===== config.mk =====
export PLATFORM = sky130hd
export DESIGN_NAME = ifetch_buffer
export DESIGN_NICKNAME = d
export VERILOG_FILES = /design/src/rtl/mips32_pkg.sv /design/src/rtl/ifetch_fifo.sv /design/src/rtl/ifetch_buffer.sv
export SDC_FILE = /design/constraint.sdc
export NUM_CORES = 1
export LEC_CHECK = 0
export CAP_MARGIN = 10
export CORE_ASPECT_RATIO = 2
export CORE_UTILIZATION = 57
export CTS_CLUSTER_DIAMETER = 30
export DETAILED_ROUTE_END_ITERATION = 10
export PLACE_DENSITY = 0.9
export SETUP_SLACK_MARGIN = 0.2
export SKIP_LAST_GASP = 1
export SYNTH_ARGS = -nofsm -noshare
export SYNTH_HDL_FRONTEND = slang
export SYNTH_SLANG_ARGS = --single-unit

===== constraint.sdc =====
create_clock -name clk1 -period 4.2 [get_ports clk1]
set_input_delay 0.63 -clock clk1 [delete_from_list [all_inputs] [get_ports clk1]]
set_output_delay 0.63 -clock clk1 [all_outputs]
set_load 0.02 [all_outputs]

===== src/rtl/mips32_pkg.sv =====
// Shared MIPS32 definitions used by the fetch front end: opcode map,
// default instruction-memory address width and fetch FSM encoding.
package mips32_pkg;

    localparam int AW_DEFAULT = 10;

    localparam logic [5:0] OP_RTYPE = 6'b000000;
    localparam logic [5:0] OP_J     = 6'b000010;
    localparam logic [5:0] OP_JAL   = 6'b000011;
    localparam logic [5:0] OP_BEQ   = 6'b000100;
    localparam logic [5:0] OP_BNE   = 6'b000101;
    localparam logic [5:0] OP_ADDI  = 6'b001000;
    localparam logic [5:0] OP_LW    = 6'b100011;
    localparam logic [5:0] OP_SW    = 6'b101011;
    localparam logic [5:0] OP_HLT   = 6'b111111;

    localparam logic [5:0] FN_ADD   = 6'b100000;

    typedef enum logic {
        FS_RUN  = 1'b0,
        FS_STOP = 1'b1
    } fetch_state_e;

    function automatic logic is_hlt(input logic [31:0] ir);
        return ir[31:26] == OP_HLT;
    endfunction

endpackage


===== src/rtl/ifetch_fifo.sv =====
// First-word-fall-through instruction queue; head entry is visible on rdata
// combinationally whenever count is non-zero.
module ifetch_fifo
    import mips32_pkg::*;
#(
    parameter int DEPTH = 4,
    parameter int W     = 32 + AW_DEFAULT
) (
    input  logic                   clk1,
    input  logic                   rst,
    input  logic                   flush,
    input  logic                   push,
    input  logic [W-1:0]           wdata,
    input  logic                   pop,
    output logic [W-1:0]           rdata,
    output logic [$clog2(DEPTH):0] count
);
    localparam int PW = $clog2(DEPTH);

    logic [W-1:0]  mem_q [DEPTH];
    logic [W-1:0]  mem_d [DEPTH];
    logic [PW-1:0] wr_ptr_q, wr_ptr_d;
    logic [PW-1:0] rd_ptr_q, rd_ptr_d;
    logic [PW:0]   count_q, count_d;
    logic          do_push, do_pop;

    always_comb begin
        do_push  = push & ~flush;
        do_pop   = pop & (count_q != '0) & ~flush;
        mem_d    = mem_q;
        wr_ptr_d = wr_ptr_q;
        rd_ptr_d = rd_ptr_q;
        count_d  = count_q + (PW+1)'(do_push) - (PW+1)'(do_pop);
        if (do_push) begin
            mem_d[wr_ptr_q] = wdata;
            wr_ptr_d        = wr_ptr_q + PW'(1);
        end
        if (do_pop) begin
            rd_ptr_d = rd_ptr_q + PW'(1);
        end
        // A flush drops everything, including a pop presented in the same cycle.
        if (flush) begin
            wr_ptr_d = '0;
            rd_ptr_d = '0;
            count_d  = '0;
        end
    end

    always_ff @(posedge clk1) begin
        if (rst) begin
            wr_ptr_q <= '0;
            rd_ptr_q <= '0;
            count_q  <= '0;
        end else begin
            wr_ptr_q <= wr_ptr_d;
            rd_ptr_q <= rd_ptr_d;
            count_q  <= count_d;
        end
    end

    always_ff @(posedge clk1) begin
        mem_q <= mem_d;
    end

    assign rdata = mem_q[rd_ptr_q];
    assign count = count_q;

endmodule


===== src/rtl/ifetch_buffer.sv =====
// Instruction fetch front end: run/stop FSM, PC, single-outstanding read
// tracking with squash, and credit-based issue into the FWFT queue.
module ifetch_buffer
    import mips32_pkg::*;
#(
    parameter int              DEPTH    = 4,
    parameter int              AW       = AW_DEFAULT,
    parameter logic [AW-1:0]   RESET_PC = '0
) (
    input  logic          clk1,
    input  logic          rst,
    output logic          imem_en,
    output logic [AW-1:0] imem_addr,
    input  logic [31:0]   imem_rdata,
    input  logic          redirect_valid,
    input  logic [AW-1:0] redirect_pc,
    input  logic          halt,
    output logic          id_valid,
    input  logic          id_ready,
    output logic [31:0]   id_ir,
    output logic [31:0]   id_npc,
    output logic          stopped
);
    localparam int CW = $clog2(DEPTH) + 1;
    localparam int EW = 32 + AW;

    fetch_state_e  state_q, state_d;
    logic [AW-1:0] pc_q, pc_d;
    logic          inflight_q, inflight_d;
    logic [AW-1:0] inflight_addr_q, inflight_addr_d;

    logic [CW-1:0] fifo_count;
    logic [EW-1:0] fifo_rdata;
    logic [EW-1:0] push_data;
    logic [CW-1:0] occ;
    logic          pop, push, hlt_push;

    always_comb begin
        pop       = id_valid & id_ready;
        // Occupancy the queue would reach if this cycle's read lands next cycle.
        occ       = fifo_count + CW'(inflight_q) - CW'(pop);
        imem_en   = ~rst && (state_q == FS_RUN) && ~redirect_valid && (occ < CW'(DEPTH));
        imem_addr = pc_q;

        push      = inflight_q & ~redirect_valid;
        push_data = {imem_rdata, inflight_addr_q};
        hlt_push  = push & is_hlt(imem_rdata);

        pc_d = pc_q;
        if (redirect_valid) begin
            pc_d = redirect_pc;
        end else if (imem_en) begin
            pc_d = pc_q + AW'(1);
        end

        // A read issued alongside a HLT push is squashed before it lands.
        inflight_d      = imem_en & ~hlt_push;
        inflight_addr_d = imem_en ? pc_q : inflight_addr_q;

        state_d = state_q;
        case (state_q)
            FS_RUN:  if (halt || hlt_push) state_d = FS_STOP;
            FS_STOP: if (redirect_valid && !halt) state_d = FS_RUN;
        endcase
    end

    always_ff @(posedge clk1) begin
        if (rst) begin
            state_q         <= FS_RUN;
            pc_q            <= RESET_PC;
            inflight_q      <= 1'b0;
            inflight_addr_q <= '0;
        end else begin
            state_q         <= state_d;
            pc_q            <= pc_d;
            inflight_q      <= inflight_d;
            inflight_addr_q <= inflight_addr_d;
        end
    end

    ifetch_fifo #(
        .DEPTH (DEPTH),
        .W     (EW)
    ) u_fifo (
        .clk1  (clk1),
        .rst   (rst),
        .flush (redirect_valid),
        .push  (push),
        .wdata (push_data),
        .pop   (pop),
        .rdata (fifo_rdata),
        .count (fifo_count)
    );

    assign id_valid = (fifo_count != '0);
    assign id_ir    = fifo_rdata[EW-1:AW];
    assign id_npc   = 32'(fifo_rdata[AW-1:0]) + 32'd1;
    assign stopped  = (state_q == FS_STOP);

endmodule


# Yosys cells after proc, flatten, opt, wreduce, memory -nomap -nowiden
# Cells that the tools add are included.
# word_totals
reg_bits	197
output_inout_bits	77
# op_classes
addsub	8
n_lt_le_gt_ge	4
n_eq_ne	1
n_mux	11
n_bitwise	13
reduce_logical	10
# op_table
op	count
$bwmux W168	1
$mux W42	3
$bmux W42 S2	1
$demux W42 S2	1
$mux W10	2
$add A10 B1 Y11 const B	1
$add A10 B1 Y10 const B	1
$and A1 B1 Y1	7
$add A3 B1 Y3	2
$eq A6 B6 Y1 const B	1
$ge A3 B3 Y1 const B	2
$not A2 Y3	2
$sub A3 B1 Y3	2
$logic_and A1 B1 Y1	5
$add A2 B1 Y2 const B	2
$not A1 Y1	4
$lt A3 B1 Y1 const B	1
$lt A3 B3 Y1 const B	1
$reduce_bool A3 Y1	1
$mux W1	2
$pmux W1 S2	1
$reduce_bool A2 Y1	1
$reduce_or A2 Y1	1
$logic_not A1 Y1	1
$logic_or A1 B1 Y1	1

# Depth between registers and ports, before layout
# depth
depth_word	7
depth_mapped	12

# Cells and area by module
# From an unflattened synthesis, not the netlist that was laid out.
# hier_totals
hier_cells	441
area_unflattened_um2	8035.2
# by_module_without_submodules
module	instances	cells_each	area_per_inst_um2	seq_area_each_um2
ifetch_fifo	1	264	6562.5	5185.0
ifetch_buffer	1	177	1472.7	440.4

# Worst setup path before layout
# OpenSTA, ideal clock, no wires.
# synth_timing
kind	input port to output port
startpoint	in id_ready
endpoint	out imem_en
arrival_ns	2.479
required_time_ns	3.570
slack_ns	1.091
cell_stages	10
path_cell_list	o31a_2 > ha_1 > inv_1 > ha_1 > and3b_2 > or4b_1 > and2_1 > clkbuf_1 > inv_1 > buf_2
# synth_via
elab_chain_cells	4
# synth_rtl
element	line	source
start: declaration	ifetch_buffer.sv:19	input logic id_ready,
$and A1 B1 Y1	ifetch_buffer.sv:39	pop = id_valid & id_ready;
$sub A3 B1 Y3	ifetch_buffer.sv:41	occ = fifo_count + CW'(inflight_q) - CW'(pop);
$lt A3 B3 Y1	ifetch_buffer.sv:42	imem_en = ~rst && (state_q == FS_RUN) && ~redirect_valid && (occ < CW'(DEPTH));
$logic_and A1 B1 Y1	ifetch_buffer.sv:42	
end: declaration	ifetch_buffer.sv:12	output logic imem_en,
# No other way between the ends.

# Final worst setup path
# layout_timing
startpoint	reg u_fifo.rd_ptr_q[0]
endpoint	out id_npc[6]
# layout_via
elab_chain_cells	5
# layout_rtl
element	line	source
start: declaration	ifetch_fifo.sv:23	logic [PW-1:0] rd_ptr_q, rd_ptr_d;
start signal: assignment	ifetch_fifo.sv:56	rd_ptr_q <= rd_ptr_d;
$not A2 Y3 (not written as such)	ifetch_fifo.sv:65	assign rdata = mem_q[rd_ptr_q];
$bmux W42 S2	ifetch_fifo.sv:65	
$mux W42 (not written as such) (2 in series)	ifetch_fifo.sv:65	
$add A10 B1 Y11	ifetch_buffer.sv:97	assign id_npc = 32'(fifo_rdata[AW-1:0]) + 32'd1;
end: declaration	ifetch_buffer.sv:21	output logic [31:0] id_npc,
# No other way between the ends. The select of a mux whose other input is x is not followed.

==> impl_metrics.json <==
{
  "hold_viol_final": 0,
  "start_util": 0.581,
  "hold_class": "register to register",
  "clk_latency_ps": 420,
  "dieHeight_um": 167,
  "synth_seq_area_share": 0.721,
  "power.density_mw_per_mm2": 407,
  "synth_cell_types": 42,
  "wl_mm": 14.1,
  "crit_path_end_kind": "output pin",
  "gr-total-overflow": 0,
  "post-route-drc-count": 6,
  "io-pin-count": 124,
  "r2r_cells": 9,
  "cp.arrival_ps": 2980,
  "ys_warn_count": 0,
  "final_area_mm2": 0.00949,
  "synth_edf_count": 168,
  "power_leakage_nw": 3.05,
  "num_rows": 60,
  "drtAntennaViolNets": 0,
  "gp_congestion": 0.877,
  "avgSynthCellArea_um2": 17.7,
  "synth.area.mux_share": 0.123,
  "tightest_slew_ps": 634,
  "cts_setup_buffers": 0,
  "hpwl_mm": 9.28,
  "critPathLaunchType": "register",
  "grt_usage": 0.214,
  "clock_path_buffers": 2,
  "portBuffers": 102,
  "vias_per_cell": 5.78,
  "max_freq_ghz": 0.277,
  "layout.nets": 610,
  "synth_simple_gate_area_frac": 0.0528,
  "cts_num_sinks": 197,
  "netlist_area_mm2": 0.00780,
  "firstDrtPassIters": 10,
  "cts.clk_slew.worst_paths_ps": 70,
  "synthCells": 440,
  "synth_top_family_by_area": "multiplexers",
  "synthAdderAreaFrac": 0.0186,
  "period_needed_ps": 3610,
  "maxCapViolCount": 0,
  "status": "finished, violations left",
  "ys_seq_elements": 197,
  "antenna_found_initial": 0,
  "violations": "design-rule violations",
  "slew_headroom": 0.573,
  "cts_made_buffers": 17,
  "drive_gt1_frac": 0.168,
  "drtIter0Drc": 298,
  "cp.required_ps": 3570,
  "drv_slew": 0,
  "grt_pass1_wl_mm": 22.4,
  "r2r_slack_ps": 1160,
  "setup_viol": 0,
  "area_delta_synth_final_pct": 21.7,
  "synthXorXnorAreaFrac": 0.0191,
  "cts_tree": "done",
  "dieArea_mm2": 0.0142,
  "vias": 4156,
  "crit_path_max_fanout": 23,
  "first_global_vias": 4397,
  "synth-async-reset-ratio": 0,
  "irDropWorstVdd_v": 0.000293,
  "dpl-instance-area_mm2": 0.00894,
  "die_x_um": 84.7,
  "crit_type": "register to output pin",
  "cts_max_level": 4,
  "fin_tns_setup_ps": 0,
  "whs_path_depth": 2,
  "grt_setup_unrepaired": "false",
  "root_buffer": "clkbuf_16",
  "coreArea_mm2": 0.0134,
  "antenna_cells": 0,
  "routedWlPerCell_um": 19.6,
  "ys.flop_type": "edfxtp_1",
  "skew_ps": 5.32,
  "finalCritPeriodShare": 0.860,
  "grt_max_degree": 25,
  "synth_compound_area_frac": 0.0298
}
[flip-flops by register name, indices dropped and copies added, names as in the netlist]
| name | flops |
|---|---|
| u_fifo.mem_q | 168 |
| stopped | 1 |
| inflight_q | 1 |
| imem_addr | 10 |
| u_fifo.wr_ptr_q | 2 |
| u_fifo.count | 3 |
| u_fifo.rd_ptr_q | 2 |
| inflight_addr_q | 10 |
[layout by cell type, fill, tap and decap left out, types with 2 or more instances in the layout]
cell / count
or3_1: 2
or2_2: 2
o21ai_0: 3
a21oi_1: 12
or3_2: 2
mux4_2: 42
nor3_1: 2
o211ai_1: 3
clkdlybuf4s50_1: 101
xor2_1: 5
edfxtp_1: 168
nand2_1: 33
nand3_1: 7
and2_1: 5
ha_1: 10
clkinv_4: 6
nand4_1: 2
and2_2: 4
xnor2_1: 12
a311oi_1: 2
buf_4: 10
a211oi_1: 7
nor2_1: 18
clkbuf_16: 17
conb_1: 21
dfxtp_1: 27
inv_1: 12
inv_8: 4
o311ai_0: 3
[Yosys cell counts, types with 2 or more instances]
cell,number,area [um2]
buf_1,2,7.51
a311oi_1,2,17.5
ha_1,10,125
buf_4,21,158
nor2_1,18,67.6
o21ai_0,3,15.0
o311ai_0,3,26.3
or3_1,2,12.5
o211ai_1,3,22.5
and2_1,9,56.3
edfxtp_1,168,5040
a211oi_1,7,52.6
xnor2_1,12,105
buf_2,6,30.0
or2_2,2,12.5
clkbuf_1,10,37.5
inv_1,12,45.0
dfxtp_1,29,581
xor2_1,5,43.8
or3_2,2,15.0
nand3_1,7,35.0
nand4_1,2,12.5
mux4_2,42,946
a21oi_1,12,60.1
nand2_1,33,124
nor3_1,2,10.0
[metal layers]
metal / up-vias / track usage / wire (um)
met1: 2073 / 0.233 / 5200
li1: 1895 / - / -
met5: - / 0 / 0
met2: 154 / 0.385 / 7950
met3: 34 / 0.0473 / 550
met4: 0 / 0.111 / 373
[through the flow]
| stage | hold WS, ps | worst slack, ps | power, mW | util | instances |
|---|---|---|---|---|---|
| after floorplan | 460 | 1090 | 2.33 | - | 460 |
| after global routing | 526 | 416 | 3.98 | 0.707 | 719 |
| final | 505 | 587 | 3.87 | 0.707 | 719 |
| after global placement | 472 | 339 | 2.43 | 0.666 | 688 |
| after CTS | 503 | 295 | 3.89 | 0.706 | 719 |
| after detailed placement | 483 | 307 | 2.44 | 0.666 | 688 |
[worst paths after layout]
check                                     endpoint               start
worst max-delay path                     id_npc[6]  u_fifo.rd_ptr_q[0]
worst min-delay path            inflight_addr_q[9]        imem_addr[9]
worst max register to register        imem_addr[6]     u_fifo.count[1]
worst min register to register  inflight_addr_q[9]        imem_addr[9]
[kinds of logic after synthesis]
logic type / count (synthesis)
DFF: 197
and+or+nand+nor: 85
buffers and inverters: 51
muxes: 43
AOI/OAI and AO/OA: 35
xor gates and xnor gates: 17
adders and majority gates: 11
other: 1
[where the power goes]
group	internal, mW	switching (mW)
clock network	0.773	0.698
logic	0.110	0.123
registers	2.14	0.0213
[final cells by class]
type                            count  area [um2]
Sequential cell                   197        5630
Inverter                           12        45.0
Clock inverter                     14         123
Tap cell                          155         194
Timing Repair Buffer              112        1100
Multi-Input combinational cell    212        1980
Clock buffer                       17         425
Fill cell                         790        3940
[worst max-delay path: stages (launching register included)]
cell             delay, ps
dfxtp_4                640
mux4_2                 600
ha_1                   250
nand4_1                120
nand2b_1               130
xnor2_1                160
clkdlybuf4s50_1        650
[repair_timing]
| action | in CTS | in global routing |
|---|---|---|
| hold buffers | 0 | 0 |
| setup endpoints to repair | 0 | 1 |
| gates resized for setup | 0 | 1 |
Note: power is estimated with default switching activity, not from simulation.
